<file path="src/rtl/interrupt_ack_control_pkg.sv">
// interrupt_ack_control_pkg: shared types and constants for the INTA sequencer.
package interrupt_ack_control_pkg;
  typedef enum logic [1:0] {IDLE, ACK1, ACK2, ACK3} ack_state_t;
  localparam logic [2:0] OCW2_CLR_ROT_AEOI = 3'b000;
  localparam logic [2:0] OCW2_NS_EOI       = 3'b001;
  localparam logic [2:0] OCW2_NOP          = 3'b010;
  localparam logic [2:0] OCW2_SP_EOI       = 3'b011;
  localparam logic [2:0] OCW2_SET_ROT_AEOI = 3'b100;
  localparam logic [2:0] OCW2_ROT_NS_EOI   = 3'b101;
  localparam logic [2:0] OCW2_SET_PRIORITY = 3'b110;
  localparam logic [2:0] OCW2_ROT_SP_EOI   = 3'b111;
  localparam logic [7:0] CALL_OPCODE        = 8'hCD;
  localparam logic [2:0] PRIORITY_NO_ROTATE = 3'b111;
  function automatic logic [7:0] level_mask(input logic [2:0] l);
    return 8'b1 << l;
  endfunction
endpackage

</file>
<file path="src/rtl/interrupt_ack_control_if.sv">
// interrupt_ack_control_if: request, command and CPU bus signals of the INTA sequencer.
interface interrupt_ack_control_if;
  logic       inta_n;
  logic [7:0] highest_request;
  logic [7:0] highest_level_in_service;
  logic       mode_8086;
  logic       auto_eoi;
  logic [4:0] vector_base;
  logic [10:0] call_addr;
  logic       ocw2_write;
  logic [7:0] ocw2;
  logic [7:0] interrupt;
  logic [7:0] end_interrupt;
  logic [2:0] priority_rotate;
  logic       int_out;
  logic [7:0] data_out;
  logic       data_out_en;
  modport master (
    output inta_n, highest_request, highest_level_in_service, mode_8086, auto_eoi,
           vector_base, call_addr, ocw2_write, ocw2,
    input  interrupt, end_interrupt, priority_rotate, int_out, data_out, data_out_en
  );
  modport slave (
    input  inta_n, highest_request, highest_level_in_service, mode_8086, auto_eoi,
           vector_base, call_addr, ocw2_write, ocw2,
    output interrupt, end_interrupt, priority_rotate, int_out, data_out, data_out_en
  );
endinterface

</file>
<file path="src/rtl/pic_level_encoder.sv">
// pic_level_encoder: one-hot to 3-bit level encode, 0 for an all-zero input.
module pic_level_encoder (
  input  logic [7:0] onehot,
  output logic [2:0] level
);
  always_comb begin
    level = '0;
    for (int i = 0; i < 8; i++) level = onehot[i] ? (level | 3'(i)) : level;
  end
endmodule

</file>
<file path="src/rtl/interrupt_ack_control.sv">
// interrupt_ack_control: 8259-style INTA sequencer with vector/CALL output and EOI/rotation control.
module interrupt_ack_control
  import interrupt_ack_control_pkg::*;
(
  input logic clk,
  input logic reset,
  interrupt_ack_control_if.slave bus
);
  ack_state_t state, state_n;
  logic       inta_q, mode_q, spurious, rotate_aeoi;
  logic [2:0] level, level_n, req_level, isr_level, cmd, ocw_l;
  logic       fall, rise, last_end, mode_n, drive, aeoi, ns_eoi, sp_eoi, ocw_rot;
  logic [7:0] byte_n, ocw_mask;
  logic       unused_ocw2;
  pic_level_encoder req_enc (.onehot(bus.highest_request), .level(req_level));
  pic_level_encoder isr_enc (.onehot(bus.highest_level_in_service), .level(isr_level));
  assign fall = inta_q & ~bus.inta_n;
  assign rise = ~inta_q & bus.inta_n;
  assign last_end = rise & ((state == ACK2 & mode_q) | state == ACK3);
  assign mode_n = (state == IDLE) ? bus.mode_8086 : mode_q;
  assign level_n = (state == IDLE) ? (|bus.highest_request ? req_level : 3'd7) : level;
  always_comb begin
    case (state)
      IDLE:    state_n = fall ? ACK1 : IDLE;
      ACK1:    state_n = fall ? ACK2 : ACK1;
      ACK2:    state_n = last_end ? IDLE : (fall & ~mode_q) ? ACK3 : ACK2;
      default: state_n = last_end ? IDLE : ACK3;
    endcase
  end
  // Bus outputs are registered from the next state, so the byte follows the INTA low edge by one clock.
  assign drive = ~bus.inta_n & ((state_n == ACK1) ? ~mode_n : state_n != IDLE);
  assign byte_n = (state_n == ACK1) ? CALL_OPCODE :
                  (state_n == ACK3) ? bus.call_addr[10:3] :
                  mode_n ? {bus.vector_base, level_n} : {bus.call_addr[2:0], level_n, 2'b00};
  assign aeoi = last_end & bus.auto_eoi & ~spurious;
  assign cmd = bus.ocw2[7:5];
  assign ocw_l = bus.ocw2[2:0];
  assign unused_ocw2 = ^bus.ocw2[4:3];
  assign ns_eoi = bus.ocw2_write & (cmd == OCW2_NS_EOI | cmd == OCW2_ROT_NS_EOI);
  assign sp_eoi = bus.ocw2_write & (cmd == OCW2_SP_EOI | cmd == OCW2_ROT_SP_EOI);
  assign ocw_mask = ns_eoi ? bus.highest_level_in_service : sp_eoi ? level_mask(ocw_l) : '0;
  assign ocw_rot = bus.ocw2_write & ((cmd == OCW2_ROT_NS_EOI & |bus.highest_level_in_service) |
                                     cmd == OCW2_ROT_SP_EOI | cmd == OCW2_SET_PRIORITY);
  always_ff @(posedge clk) begin
    if (reset) begin
      state               <= IDLE;
      inta_q              <= 1'b1;
      mode_q              <= 1'b0;
      spurious            <= 1'b0;
      level               <= '0;
      rotate_aeoi         <= 1'b0;
      bus.interrupt       <= '0;
      bus.end_interrupt   <= '0;
      bus.priority_rotate <= PRIORITY_NO_ROTATE;
      bus.int_out         <= 1'b0;
      bus.data_out        <= '0;
      bus.data_out_en     <= 1'b0;
    end else begin
      state  <= state_n;
      inta_q <= bus.inta_n;
      if (state == IDLE && fall) begin
        mode_q   <= bus.mode_8086;
        level    <= level_n;
        spurious <= ~|bus.highest_request;
      end
      bus.interrupt       <= (state == IDLE && fall) ? bus.highest_request : '0;
      bus.int_out         <= state_n == IDLE && |bus.highest_request;
      bus.end_interrupt   <= ocw_mask | (aeoi ? level_mask(level) : '0);
      bus.priority_rotate <= ocw_rot ? (cmd == OCW2_ROT_NS_EOI ? isr_level : ocw_l) :
                             (aeoi & rotate_aeoi) ? level : bus.priority_rotate;
      rotate_aeoi         <= (bus.ocw2_write & cmd == OCW2_SET_ROT_AEOI) ? 1'b1 :
                             (bus.ocw2_write & cmd == OCW2_CLR_ROT_AEOI) ? 1'b0 : rotate_aeoi;
      bus.data_out        <= drive ? byte_n : '0;
      bus.data_out_en     <= drive;
    end
  end
endmodule

</file>
<file path="src/flat_wrapper.sv">
// flat-port wrapper written by rule: the top's interface ports become plain ports
module interrupt_ack_control_flat import interrupt_ack_control_pkg::*;
  (clk, reset, bus_inta_n, bus_highest_request, bus_highest_level_in_service, bus_mode_8086, bus_auto_eoi, bus_vector_base, bus_call_addr, bus_ocw2_write, bus_ocw2, bus_interrupt, bus_end_interrupt, bus_priority_rotate, bus_int_out, bus_data_out, bus_data_out_en);
  interrupt_ack_control_if bus_i ();
  input logic clk;
  input logic reset;
  input wire logic [$bits(bus_i.inta_n)-1:0] bus_inta_n;
  input wire logic [$bits(bus_i.highest_request)-1:0] bus_highest_request;
  input wire logic [$bits(bus_i.highest_level_in_service)-1:0] bus_highest_level_in_service;
  input wire logic [$bits(bus_i.mode_8086)-1:0] bus_mode_8086;
  input wire logic [$bits(bus_i.auto_eoi)-1:0] bus_auto_eoi;
  input wire logic [$bits(bus_i.vector_base)-1:0] bus_vector_base;
  input wire logic [$bits(bus_i.call_addr)-1:0] bus_call_addr;
  input wire logic [$bits(bus_i.ocw2_write)-1:0] bus_ocw2_write;
  input wire logic [$bits(bus_i.ocw2)-1:0] bus_ocw2;
  output wire logic [$bits(bus_i.interrupt)-1:0] bus_interrupt;
  output wire logic [$bits(bus_i.end_interrupt)-1:0] bus_end_interrupt;
  output wire logic [$bits(bus_i.priority_rotate)-1:0] bus_priority_rotate;
  output wire logic [$bits(bus_i.int_out)-1:0] bus_int_out;
  output wire logic [$bits(bus_i.data_out)-1:0] bus_data_out;
  output wire logic [$bits(bus_i.data_out_en)-1:0] bus_data_out_en;
  assign bus_i.inta_n = bus_inta_n;
  assign bus_i.highest_request = bus_highest_request;
  assign bus_i.highest_level_in_service = bus_highest_level_in_service;
  assign bus_i.mode_8086 = bus_mode_8086;
  assign bus_i.auto_eoi = bus_auto_eoi;
  assign bus_i.vector_base = bus_vector_base;
  assign bus_i.call_addr = bus_call_addr;
  assign bus_i.ocw2_write = bus_ocw2_write;
  assign bus_i.ocw2 = bus_ocw2;
  assign bus_interrupt = bus_i.interrupt;
  assign bus_end_interrupt = bus_i.end_interrupt;
  assign bus_priority_rotate = bus_i.priority_rotate;
  assign bus_int_out = bus_i.int_out;
  assign bus_data_out = bus_i.data_out;
  assign bus_data_out_en = bus_i.data_out_en;
  interrupt_ack_control u_core (.clk(clk), .reset(reset), .bus(bus_i));
endmodule
</file>
<file path="config.mk">
export PLATFORM = sky130hd
export DESIGN_NAME = interrupt_ack_control_flat
export DESIGN_NICKNAME = d
export VERILOG_FILES = /design/src/rtl/interrupt_ack_control_pkg.sv /design/src/rtl/interrupt_ack_control_if.sv /design/src/rtl/pic_level_encoder.sv /design/src/rtl/interrupt_ack_control.sv /design/src/flat_wrapper.sv
export SDC_FILE = /design/constraint.sdc
export NUM_CORES = 1
export LEC_CHECK = 0
export CAP_MARGIN = 10
export CORE_MARGIN = 2
export CORE_UTILIZATION = 38
export DETAILED_ROUTE_END_ITERATION = 8
export PLACE_DENSITY = 0.75
export SETUP_SLACK_MARGIN = 0.2
export SLEW_MARGIN = 25
export SYNTH_ARGS = -nofsm -noshare
export SYNTH_HDL_FRONTEND = slang
export SYNTH_SLANG_ARGS = --single-unit
</file>
<file path="constraint.sdc">
create_clock -name clk -period 1.7 [get_ports clk]
set_input_delay 0.255 -clock clk [delete_from_list [all_inputs] [get_ports clk]]
set_output_delay 0.255 -clock clk [all_outputs]
set_load 0.01 [all_outputs]
</file>
==> metrics.yaml, run 1 <==
status:
  status: "completed"
yosys:
  synth_area_leaders: "dfxtp_1 43%, nor2_1 6.9%, mux2i_1 6.7%, and2_1 3.5%, a222oi_1 3.4%"
  ys_ff_latch: 38
  synth_top_area_share_pct: 42.6
  syn_area_sq_mm: 0.00179
  synth_nets: 238
  ys_seq_area_share_pct: 42.6
  synth_most_common_cell: "dfxtp_1"
  synth_edf_count: 0
  avgSynthCellArea_sq_um: 9.31
  synth_cells: 192
  ys_top_cells_by_count: "38 x dfxtp_1, 33 x nor2_1, 12 x mux2i_1, 10 x and2_1, 9 x a21oi_1"
  ys_warn_count: 0
  yosys.area.top_type: "dfxtp_1"
  ys_types: 40
  ys_async_sr_fraction_pct: 0
  synth_ff_type: "dfxtp_1"
setup_path:
  slowest_delay_ns: 0.48
  crit_family: "simple AND/OR/NAND/NOR gates"
  rr_startpoint: "u_core.state[1]"
  path_cells: "clkdlybuf4s50_1, or4_4, a2111oi_4, nor2_1, mux2i_1, a211oi_1"
  slowest_stage: "or4_4"
  path_class: "input port to register"
  worstPathArrival_ns: 1.83
  cp-startpoint: "bus_highest_request[6]"
  cp_num_buf_inv: 1
  endpoint_kind: "register"
  path_max_fanout: 3
  cp.required_ns: 1.88
  crit_path_start_kind: "input port"
clocking:
  cts-htree-levels: 2
  clkSinkCount: 38
  cts_root_buf: "clkbuf_8"
  cts_buffer_depth: 2
  post-cts-setup-buffers: 0
  cts_inserted_buffers: 5
  clk_latency_ns: 0.29
  cts_hold_buf: 0
  clk_pin_slew_worst_paths_ns: 0.07
  tritoncts: "done"
sta:
  max_freq_ghz: 0.604
  setup_viol: 0
  whs_ns: 0.384
  rsz0062_at_grt: "true"
  clock_skew_ns: 0.00440
  post-route-period-util_pct: 97.4
  min_period_ns: 1.66
  relSlewSlack_pct: 76.8
  hold_violations: 0
  tightest_slew_ns: 0.348
  maxSlewViolCount: 0
power:
  power_density_mw_per_mm2: 715
  p_int_mw: 1.59
  p_total_mw: 2.18
  p_clk_share_pct: 29.2
  comb_power_share_pct: 26.4
  swShare_pct: 27.2
  p_switching_mw: 0.593
  vdd_ir_drop_max_uv: 412
  power.share.sequential_pct: 44.4
  leakage_nw: 1.20
routing:
  first_iter_violations: 71
  via_per_inst: 5.24
  wl_met2_um: 2540
  dr.pass1.iters: 4
  highest_layer: "met4"
  wl_met3_um: 286
  totalWireLength_um: 4990
  route.detailed.drc: 0
  vias: 1869
  wl_met1_um: 2080
  post_drt_wl_per_cell_um: 14.0
  ant_nets: 0
layout:
  antenna_cells: 0
  fill_cells: 357
  nNetsFinal: 350
  final_layout_size_suffix_gt1_share_pct: 24.9
  final_area_sq_mm: 0.00305
  area_delta_synth_final_pct: 70.5
floorplanning:
  core_area_sq_mm: 0.00444
  rows: 24
  dieArea_sq_mm: 0.00527
  io_pins: 75
  die_x_um: 72.6
  die_h_um: 72.6
  start_util_pct: 40.2
placement:
  portBuffers: 72
  postPlaceCellArea_sq_mm: 0.00285
  dp_hpwl_um: 3870
  routabilityCongestion: 0.878
global_route:
  grt_pass1_vias: 1794
  grt_pass1_wl_um: 8170
  antenna_found_initial: 0
  grt_remaining_overflow: 0
  grt_usage_pct: 20.1
  grt_max_degree: 12
min_path:
  min_from: "bus_highest_request[7]"
  hp-class: "input port to register"
flow_run:
  drv_cap: 0
[placed cells by master (no fill, tap or decap), types with 2 or more instances in the layout]
| master | synthesis | final |
|---|---|---|
| a21boi_1 | 0 | 2 |
| buf_4 | 2 | 40 |
| and2_1 | 10 | 9 |
| clkdlybuf4s50_1 | 0 | 68 |
| a211oi_1 | 8 | 8 |
| nor2b_1 | 6 | 6 |
| mux2i_1 | 12 | 12 |
| nor4_4 | 1 | 3 |
| nand3_1 | 4 | 3 |
| dfxtp_1 | 38 | 35 |
| nor3_2 | 1 | 4 |
| nand2_1 | 3 | 3 |
| a2111oi_4 | 2 | 2 |
| nor3b_1 | 3 | 3 |
| nor3_1 | 8 | 5 |
| clkbuf_8 | 0 | 6 |
| dlymetal6s2s_1 | 0 | 2 |
| or4_4 | 1 | 2 |
| inv_1 | 3 | 3 |
| nor4_1 | 8 | 5 |
| nand2b_1 | 4 | 4 |
| nor2_1 | 33 | 32 |
| a21oi_1 | 9 | 8 |
| or2_4 | 0 | 4 |
| o21ai_1 | 0 | 2 |
| dlygate4sd2_1 | 0 | 2 |
| a222oi_1 | 6 | 6 |
| dfxtp_2 | 0 | 2 |
| a32oi_1 | 2 | 2 |
[sequential cells by signal, indices dropped and copies added (netlist names), 2 cells and up]
signal / flops
u_core.state: 2
u_core.bus.interrupt: 8
u_core.bus.end_interrupt: 8
u_core.level: 3
u_core.bus.priority_rotate: 3
u_core.bus.data_out: 8
[power groups by stage]
stage / Combinational (mW) / Sequential, mW / Clock (mW)
floorplan: 0.234 / 0.996 / 0
global placement: 0.535 / 0.986 / 0
detailed placement: 0.541 / 0.987 / 0
CTS: 0.557 / 0.967 / 0.655
global route: 0.624 / 0.972 / 0.691
finish: 0.576 / 0.967 / 0.637
[routing by layer]
| layer | track usage [%] | vias up |
|---|---|---|
| met5 | 0 | - |
| met4 | 7.82 | 0 |
| met3 | 5.80 | 8 |
| met2 | 34.4 | 57 |
| met1 | 23.6 | 867 |
| li1 | - | 937 |
[path summary, 6_finish.rpt]
path,end,slack [ns],depth (start not counted)
setup / recovery,u_core.bus.data_out[2],0.04,6
hold / removal,u_core.bus.interrupt[7],0.38,2
setup reg to reg,u_core.bus.data_out[2],0.04,5
hold reg to reg,u_core.spurious,0.56,2
[metrics by stage]
step / util [%] / setup TNS (ns) / setup slack (ns) / cells
3_5_place_dp: 64.2 / -3.16 / -0.331 / 349
6_report: 68.6 / 0 / 0.0443 / 357
2_1_floorplan: - / 0 / 0.0697 / 192
4_1_cts: 67.0 / -0.0237 / -0.0128 / 357
5_1_grt: 68.6 / -0.0406 / -0.0276 / 357
3_3_place_gp: 64.2 / -2.75 / -0.291 / 349
[cell type report]
cell class                      count  area [sq um]  area share [%]
Tap cell                           52          65.1            2.14
Sequential cell                    38           767            25.2
Multi-Input combinational cell    144          1090            35.7
Timing Repair Buffer              112          1020            33.6
Clock buffer                        7          86.3            2.83
Inverter                            3          11.3           0.370
Clock inverter                      1          5.00           0.164
[logic make-up (layout without fill, tap and decap cells)]
group	after synthesis	in the layout	synth area share [%]
multiplexers	13	13	7.35
buffers and inverters	10	123	3.01
AND/OR/NAND/NOR	90	90	27.6
AO/OA/AOI/OAI	41	41	19.5
flip-flops	38	38	42.6
[timing repair]
item | CTS | global route
setup endpoints to repair | 13 | 26
endpoints found under the hold margin | 0 | 0
resized for setup | 13 | 14
pin swaps | 9 | 5
(Power assumes the default switching activity.)
==> run 2: changes to the inputs <==
--- a/config.mk
+++ b/config.mk
@@ -10,7 +10,6 @@
 export CORE_UTILIZATION = 38
 export DETAILED_ROUTE_END_ITERATION = 8
 export PLACE_DENSITY = 0.75
-export SETUP_SLACK_MARGIN = 0.2
 export SLEW_MARGIN = 25
 export SYNTH_ARGS = -nofsm -noshare
 export SYNTH_HDL_FRONTEND = slang
==> run 2 against run 1 <==
  * The flow now finishes with violations (setup timing)
  * Core utilization is 1.4 points higher
  * Sequential power hardly changed
  * Combinational power is 0.9% higher
  * Hold slack worse by 0.022 ns
  * Via count is 3.1% higher
  * Critical path depth stayed put
  * Routed wire length is 8.2% higher
  * Critical path type is now register to register
==> metrics.yaml, run 2 (same netlist as run 1, synthesis figures left out) <==
status:
  status: "finished, violations left"
  violations: "setup timing"
flow_run:
  drv_cap: 0
sta:
  relSlewSlack_pct: 70.0
  worst_slack_ns: -0.0409
  max_freq_ghz: 0.574
  maxSlewViolCount: 0
  min_period_ns: 1.74
  post-route-period-util_pct: 102
  setup_viol: 3
  rsz0062_at_grt: "true"
  hold_violations: 0
  clock_skew_ns: 0.00491
  tightest_slew_ns: 0.447
routing:
  via_per_inst: 5.32
  totalWireLength_um: 5400
  route.detailed.drc: 0
  post_drt_wl_per_cell_um: 14.9
  vias: 1927
  dr.pass1.iters: 5
  ant_nets: 0
  first_iter_violations: 121
setup_path:
  endpoint_kind: "register"
  worstPathArrival_ns: 1.92
  path_max_fanout: 4
  crit_family: "simple AND/OR/NAND/NOR gates"
  cp_num_buf_inv: 1
  path_cells: "or4_4, buf_6, a2111oi_4, nor3_2, a22oi_1, nor2_1"
  slowest_stage: "or4_4"
  slowest_delay_ns: 0.54
  crit_path_start_kind: "register"
  path_class: "register to register"
  cp.required_ns: 1.88
layout:
  reg_top3: "u_core.bus.data_out: 8 flops, u_core.bus.end_interrupt: 8 flops, u_core.bus.interrupt: 8 flops"
  post-route-util_pct: 70.0
  antenna_cells: 0
  stdcell_count: 362
  nNetsFinal: 355
  fill_cells: 333
  area_delta_synth_final_pct: 74.0
  layout_common_cells: "67 x clkdlybuf4s50_1, 44 x buf_4, 36 x dfxtp_1, 32 x nor2_1, 12 x mux2i_1"
  final_common_cell: "clkdlybuf4s50_1"
  final_layout_size_suffix_gt1_share_pct: 24.8
floorplanning:
  die_h_um: 72.6
  start_util_pct: 40.2
  core_area_sq_mm: 0.00444
  die_x_um: 72.6
  dieArea_sq_mm: 0.00527
  rows: 24
  io_pins: 75
clocking:
  cts_buffer_depth: 2
  cts-htree-levels: 2
  clk_pin_slew_worst_paths_ns: 0.08
  cts_root_buf: "clkbuf_8"
  clk_latency_ns: 0.29
  tritoncts: "done"
  clkSinkCount: 38
  cts_inserted_buffers: 5
  cts_hold_buf: 0
power:
  power_density_mw_per_mm2: 805
  p_total_mw: 2.50
  vdd_ir_drop_max_uv: 483
  leakage_nw: 1.25
placement:
  dp_slack_ns: -0.373
  dp_cells: 350
  portBuffers: 72
  dp_hpwl_um: 3910
  routabilityCongestion: 0.902
global_route:
  grt_pass1_vias: 1939
  grt_usage_pct: 20.9
  grt_pass1_wl_um: 8600
  antenna_found_initial: 0
  grt_max_degree: 13
  grt_remaining_overflow: 0
min_path:
  hp-class: "input port to register"
==> run 2: timing repair <==
item,CTS,global route
setup buffers,3,1
setup endpoints to repair,5,10
endpoints found under the hold margin,0,0
pin swaps,6,4
gates resized for setup,8,18
==> run 2: final timing paths <==
kind | startpoint | end | slack (ns) | cells past startpoint
setup reg to reg | u_core.state[0] | u_core.bus.data_out[1] | -0.04 | 6
hold / removal | bus_highest_request[7] | u_core.bus.interrupt[7] | 0.36 | 2
hold reg to reg | u_core.spurious | u_core.spurious | 0.58 | 2
setup / recovery | u_core.state[0] | u_core.bus.data_out[1] | -0.04 | 6
==> run 2: stage by stage <==
stage / area [sq um] / setup TNS (ns) / hold WS, ns
detailed placement: 2850 / -3.71 / 0.554
CTS: 3030 / -0.107 / 0.360
global route: 3110 / -0.297 / 0.362
finish: 3110 / -0.0520 / 0.362
global placement: 2850 / -3.05 / 0.524
floorplan: 1790 / 0 / 0.355
==> run 2: layout make-up <==
class	count	area, sq um	area share [%]
clock buffer	6	82.6	2.66
sequential	38	768	24.7
timing repair buffer	117	1070	34.3
multi-input combinational	144	1050	33.9
tap	52	65.1	2.09
clock inverter	2	60.1	1.93
inverter	3	11.3	0.362
==> run 2: worst register-to-register path: stages (launching register included) <==
cell and delay (ns):
dfxtp_4 0.36, or4_4 0.54, buf_6 0.14, a2111oi_4 0.28, nor3_2 0.10, a22oi_1 0.16
nor2_1 0.05
==> run 2: per-layer routing <==
layer / GRT usage, % / up-vias / share of wire [%]
met5: 0 / - / 0
met4: 10.3 / 0 / 2.1
met3: 6.49 / 12 / 6.9
met2: 35.2 / 83 / 51
met1: 24.1 / 889 / 40
li1: - / 943 / -
==> run 2: power by group <==
| part | leakage (nW) | internal (mW) | switching, mW |
|---|---|---|---|
| clock network | 0.0714 | 0.626 | 0.327 |
| registers | 0.312 | 0.936 | 0.0327 |
| logic | 0.869 | 0.322 | 0.260 |
==> run 3: changes to the inputs <==
--- a/config.mk
+++ b/config.mk
@@ -7,9 +7,9 @@
 export LEC_CHECK = 0
 export CAP_MARGIN = 10
 export CORE_MARGIN = 2
-export CORE_UTILIZATION = 38
+export CORE_UTILIZATION = 46
 export DETAILED_ROUTE_END_ITERATION = 8
-export PLACE_DENSITY = 0.75
+export PLACE_DENSITY = 0.86
 export SLEW_MARGIN = 25
 export SYNTH_ARGS = -nofsm -noshare
 export SYNTH_HDL_FRONTEND = slang
==> constraint.sdc (replaced) <==
create_clock -name clk -period 2.18 [get_ports clk]
set_input_delay 0.327 -clock clk [delete_from_list [all_inputs] [get_ports clk]]
set_output_delay 0.327 -clock clk [all_outputs]
set_load 0.01 [all_outputs]
==> run 3 against run 2 <==
  * The flow now finishes without violations
  * Largest cell class is now multi-input combinational cells
  * Sequential share of layout area rose by 3.3 points
  * Sequential power fell by 21%
  * Clock power fell by 39%
  * Clock skew barely moved
  * First-iteration DRC count rose by 45%
  * Critical path type unchanged
  * Power fell by 32%
  * Sequential cell count did not move
  * Non-clock buffer count fell by 34
  * Design area fell by 13%
  * Die area fell by 16%
  * Via count fell by 8.5%
==> metrics.yaml, run 3 (same netlist as run 1, synthesis figures left out) <==
status:
  status: "completed"
sta:
  min_period_ns: 1.99
  worst_slack_ns: 0.193
  relSlewSlack_pct: 63.0
  maxSlewViolCount: 0
  tightest_slew_ns: 0.550
  hold_violations: 0
  rsz0062_at_grt: "false"
  setup_viol: 0
  fin_setup_tns_ns: 0
  whs_ns: 0.543
  clock_skew_ns: 0.00492
  post-route-period-util_pct: 91.2
  max_freq_ghz: 0.503
floorplanning:
  core_area_sq_mm: 0.00369
  dieArea_sq_mm: 0.00440
  die_h_um: 66.3
  rows: 22
  start_util_pct: 48.4
  io_pins: 75
  die_x_um: 66.3
clocking:
  cts_inserted_buffers: 5
  cts_resized: 0
  tritoncts: "done"
  cts-htree-levels: 2
  clk_pin_slew_worst_paths_ns: 0.08
  clkSinkCount: 38
  cts_root_buf: "clkbuf_8"
  cts_hold_buf: 0
  cts_buffer_depth: 2
  post-cts-setup-buffers: 0
  clk_latency_ns: 0.29
global_route:
  grt_remaining_overflow: 0
  grt_pass1_vias: 1551
  grt_max_degree: 22
  grt_usage_pct: 21.1
  grt_pass1_wl_um: 7080
  antenna_found_initial: 0
layout:
  layout_common_cells: "72 x clkdlybuf4s50_1, 38 x dfxtp_1, 33 x nor2_1, 12 x mux2i_1, 11 x buf_4"
  reg_top3: "u_core.bus.data_out: 8 flops, u_core.bus.end_interrupt: 8 flops, u_core.bus.interrupt: 8 flops"
  final_common_cell: "clkdlybuf4s50_1"
  area_delta_synth_final_pct: 52.0
  antenna_cells: 0
  final_layout_size_suffix_gt1_share_pct: 10.9
  final_area_sq_mm: 0.00272
  nNetsFinal: 321
power:
  power.share.sequential_pct: 44.7
  p_clk_share_pct: 34.3
  vdd_ir_drop_max_uv: 450
  p_total_mw: 1.70
  p_int_mw: 1.26
  leakage_nw: 1.02
  comb_power_share_pct: 21.0
  p_switching_mw: 0.439
  power_density_mw_per_mm2: 626
  swShare_pct: 25.8
routing:
  totalWireLength_um: 4420
  post_drt_wl_per_cell_um: 13.6
  via_per_inst: 5.44
  ant_nets: 0
  vias: 1764
  first_iter_violations: 176
  dr.pass1.iters: 4
  route.detailed.drc: 0
placement:
  portBuffers: 72
  postPlaceCellArea_sq_mm: 0.00261
  dp_slack_ns: -0.0334
  dp_hpwl_um: 3330
  routabilityCongestion: 0.861
setup_path:
  crit_path_start_kind: "register"
  slowest_delay_ns: 0.62
  cp.required_ns: 2.33
  path_max_fanout: 12
  path_class: "register to register"
  endpoint_kind: "register"
  path_cells: "or4_4, a2111oi_4, nor3_1, a21oi_1, a211oi_1"
  crit_family: "simple AND/OR/NAND/NOR gates"
  cp_num_buf_inv: 0
  slowest_stage: "or4_4"
  worstPathArrival_ns: 2.14
flow_run:
  drv_cap: 0
min_path:
  hp-class: "register to register"
[run 3: power groups by stage]
stage / Clock [mW] / Sequential (mW) / Combinational [mW]
global placement: 0 / 0.775 / 0.347
floorplan: 0 / 0.776 / 0.170
detailed placement: 0 / 0.776 / 0.354
global route: 0.625 / 0.766 / 0.387
CTS: 0.594 / 0.760 / 0.357
finish: 0.583 / 0.760 / 0.357
[run 3: path summary, 6_finish.rpt]
| kind | from | to | slack (ns) | cells past startpoint |
|---|---|---|---|---|
| worst max register to register | u_core.state[1] | u_core.bus.data_out[4] | 0.19 | 5 |
| worst min-delay path | u_core.spurious | u_core.spurious | 0.54 | 2 |
| worst max-delay path | u_core.state[1] | u_core.bus.data_out[4] | 0.19 | 5 |
| worst min register to register | u_core.spurious | u_core.spurious | 0.54 | 2 |
[run 3: per-stage QoR]
step	std cells	util [%]
after floorplan	192	-
after CTS	324	73.6
after global placement	316	70.7
final	324	73.6
after detailed placement	316	70.7
after global routing	324	73.6
[run 3: layout make-up]
class	count	area (sq um)
fillers	283	972
flip-flops and latches	38	761
clock inverters	3	40.0
multi-input cells	144	972
well taps	48	60.1
clock buffers	5	68.8
inverters	3	11.3
repair buffers	83	803
[run 3: tightest hold or removal path, cell delays in order, from the launching register on]
cell and delay (ns):
dfxtp_1 0.33, mux2i_1 0.12, nor2_1 0.05
[run 3: layer usage]
| metal | global-route usage [%] | up-vias | part of all wire, % |
|---|---|---|---|
| li1 | - | 879 | - |
| met1 | 25.2 | 792 | 42 |
| met2 | 34.9 | 82 | 47 |
| met3 | 5.79 | 11 | 8.5 |
| met4 | 9.95 | 0 | 2.2 |
| met5 | 0 | - | 0 |
==> RTL edit, RTL diff (config.mk and constraints of run 1) <==
Reset style: asynchronous (`reset`), changed in one clocked block.
--- a/src/rtl/interrupt_ack_control.sv
+++ b/src/rtl/interrupt_ack_control.sv
@@ -41,7 +41,7 @@
   assign ocw_mask = ns_eoi ? bus.highest_level_in_service : sp_eoi ? level_mask(ocw_l) : '0;
   assign ocw_rot = bus.ocw2_write & ((cmd == OCW2_ROT_NS_EOI & |bus.highest_level_in_service) |
                                      cmd == OCW2_ROT_SP_EOI | cmd == OCW2_SET_PRIORITY);
-  always_ff @(posedge clk) begin
+  always_ff @(posedge clk or posedge reset) begin
     if (reset) begin
       state               <= IDLE;
       inta_q              <= 1'b1;
Behaviour: differs if reset is asserted again (counterexample within 4 cycles, from zero or initial values and one cycle with reset high); with reset held inactive, the same outputs for 10 cycles.
==> RTL edit against run 1 <==
- synthesized area rose by 5.0%
- design area rose by 9.7%
- first-iteration DRC count rose by 110%
- non-clock buffer count rose by 1
- sequential cell count did not move
- routed wire length rose by 24%
- die area rose by 4.7%
- worst setup slack got worse by 0.0054 ns
- largest cell class unchanged
Power is not compared: it rests on default switching activity, and its combinational part moved more than twofold at a synthesized area within 25%.
==> RTL edit: results (changes against run 1) <==
{
  "detailedRoute.firstIterationViolations": {"value": 151, "change": "was 71"},
  "synth.lib_cells_used.distinct": {"value": 42, "change": "was 40"},
  "worstSetupEndpoint": {"value": "u_core.level[1]$_DFFE_PP0P_", "change": "was u_core.bus.data_out[2]$_SDFF_PP0_"},
  "hold_ws": {"value": 0.318, "unit": "ns", "change": "was 0.384 ns"},
  "grt.met2_usage": {"value": 0.364, "change": "was 0.344"},
  "synth.top_cells.by_area": {"value": "dfrtp_1, dfstp_2, mux2i_1", "change": "was dfxtp_1, nor2_1, mux2i_1"},
  "min_delay_path_class": {"value": "input pin to async pin", "change": "was input pin to flip-flop"},
  "post_synth.cell_area_avg": {"value": 10.2, "unit": "um2", "change": "was 9.31 um2"},
  "synth.cells.most_frequent": {"value": "dfrtp_1, nand2_1, nor2_1, a21oi_1, mux2i_1", "change": "was dfxtp_1, nor2_1, mux2i_1, and2_1, a21oi_1"},
  "place.detailed.instances": {"value": 344, "change": "was 349"},
  "synthArstFlopShare": {"value": 1.00, "change": "was 0"},
  "syn-num-nets": {"value": 229, "change": "was 238"},
  "crit_slowest_cell": {"value": "dfrtp_2", "change": "was or4_4"},
  "max_stage_delay": {"value": 0.44, "unit": "ns", "change": "was 0.48 ns"},
  "reg_to_reg_startpoint": {"value": "u_core.state[1]$_DFF_PP0_", "change": "was u_core.state[1]$_SDFF_PP0_"},
  "grt.total_usage": {"value": 0.225, "change": "was 0.201"},
  "status": {"value": "finished, final reports clean", "change": "unchanged"},
  "synth_sequential_area_ratio": {"value": 0.510, "change": "was 0.426"},
  "minimum_setup_slack_after_placement": {"value": -0.322, "unit": "ns", "change": "was -0.331 ns"},
  "place_hpwl": {"value": 3.93, "unit": "mm", "change": "was 3.87 mm"},
  "fillerInstances": {"value": 343, "change": "was 357"},
  "groute.layer.met1.usage": {"value": 0.296, "change": "was 0.236"},
  "relSlewSlack": {"value": 0.727, "change": "was 0.768"},
  "r2r-end": {"value": "u_core.level[1]$_DFFE_PP0P_", "change": "was u_core.bus.data_out[2]$_SDFF_PP0_"},
  "placement.cell_area": {"value": 0.00287, "unit": "mm2", "change": "was 0.00285 mm2"}
}
RTL edit: cell types whose count changed after synthesis, sizes merged, moves of 9 or more:
cell,before,now
nor2,33,18
dfrtp,0,34
and3,0,9
dfxtp,38,0
nand2,3,19
RTL edit: layout make-up:
cell class / count / area (um2) / area share
Multi-Input combinational cell: 136 / 1110 / 0.331
Timing Repair Buffer: 113 / 1060 / 0.318
Sequential cell: 38 / 960 / 0.287
Tap cell: 67 / 83.8 / 0.0251
Clock buffer: 5 / 68.8 / 0.0206
Clock inverter: 3 / 40.0 / 0.0120
Inverter: 5 / 18.8 / 0.00562
RTL edit: worst reg2reg max path, stage by stage, from the launching register on:
cell and delay [ns]:
dfrtp_2 0.44, nor4_4 0.27, o21ai_2 0.09, buf_4 0.15, o32a_4 0.33, mux2_4 0.27
RTL edit: per-layer routing:
metal / vias up / wire length (um) / part of all wire
li1: 909 / - / -
met1: 971 / 2480 / 0.40
met2: 85 / 3240 / 0.52
met3: 8 / 376 / 0.061
met4: 0 / 86 / 0.014
met5: - / 0 / 0
RTL edit: logic make-up after synthesis:
group,after synthesis,share of synthesized area
multiplexers,13,0.0740
AND/OR/NAND/NOR,82,0.235
buffers and inverters,10,0.0267
flip-flops,38,0.510
AO/OA/AOI/OAI,40,0.155
RTL edit: report_power, final:
part | switching (W) | internal, W | total [W]
Clock | 0.000334 | 0.000432 | 0.000766
Combinational | 0.00112 | 0.00128 | 0.00240
Sequential | 0.000224 | 0.00115 | 0.00137
Total | 0.00168 | 0.00286 | 0.00454
RTL edit: timing repair:
item                                    CTS  global route
endpoints found under the setup margin   25            22
buffers inserted                         10             4
gates resized for setup                  39            36
gates cloned                              1             0
pin swaps                                15            19
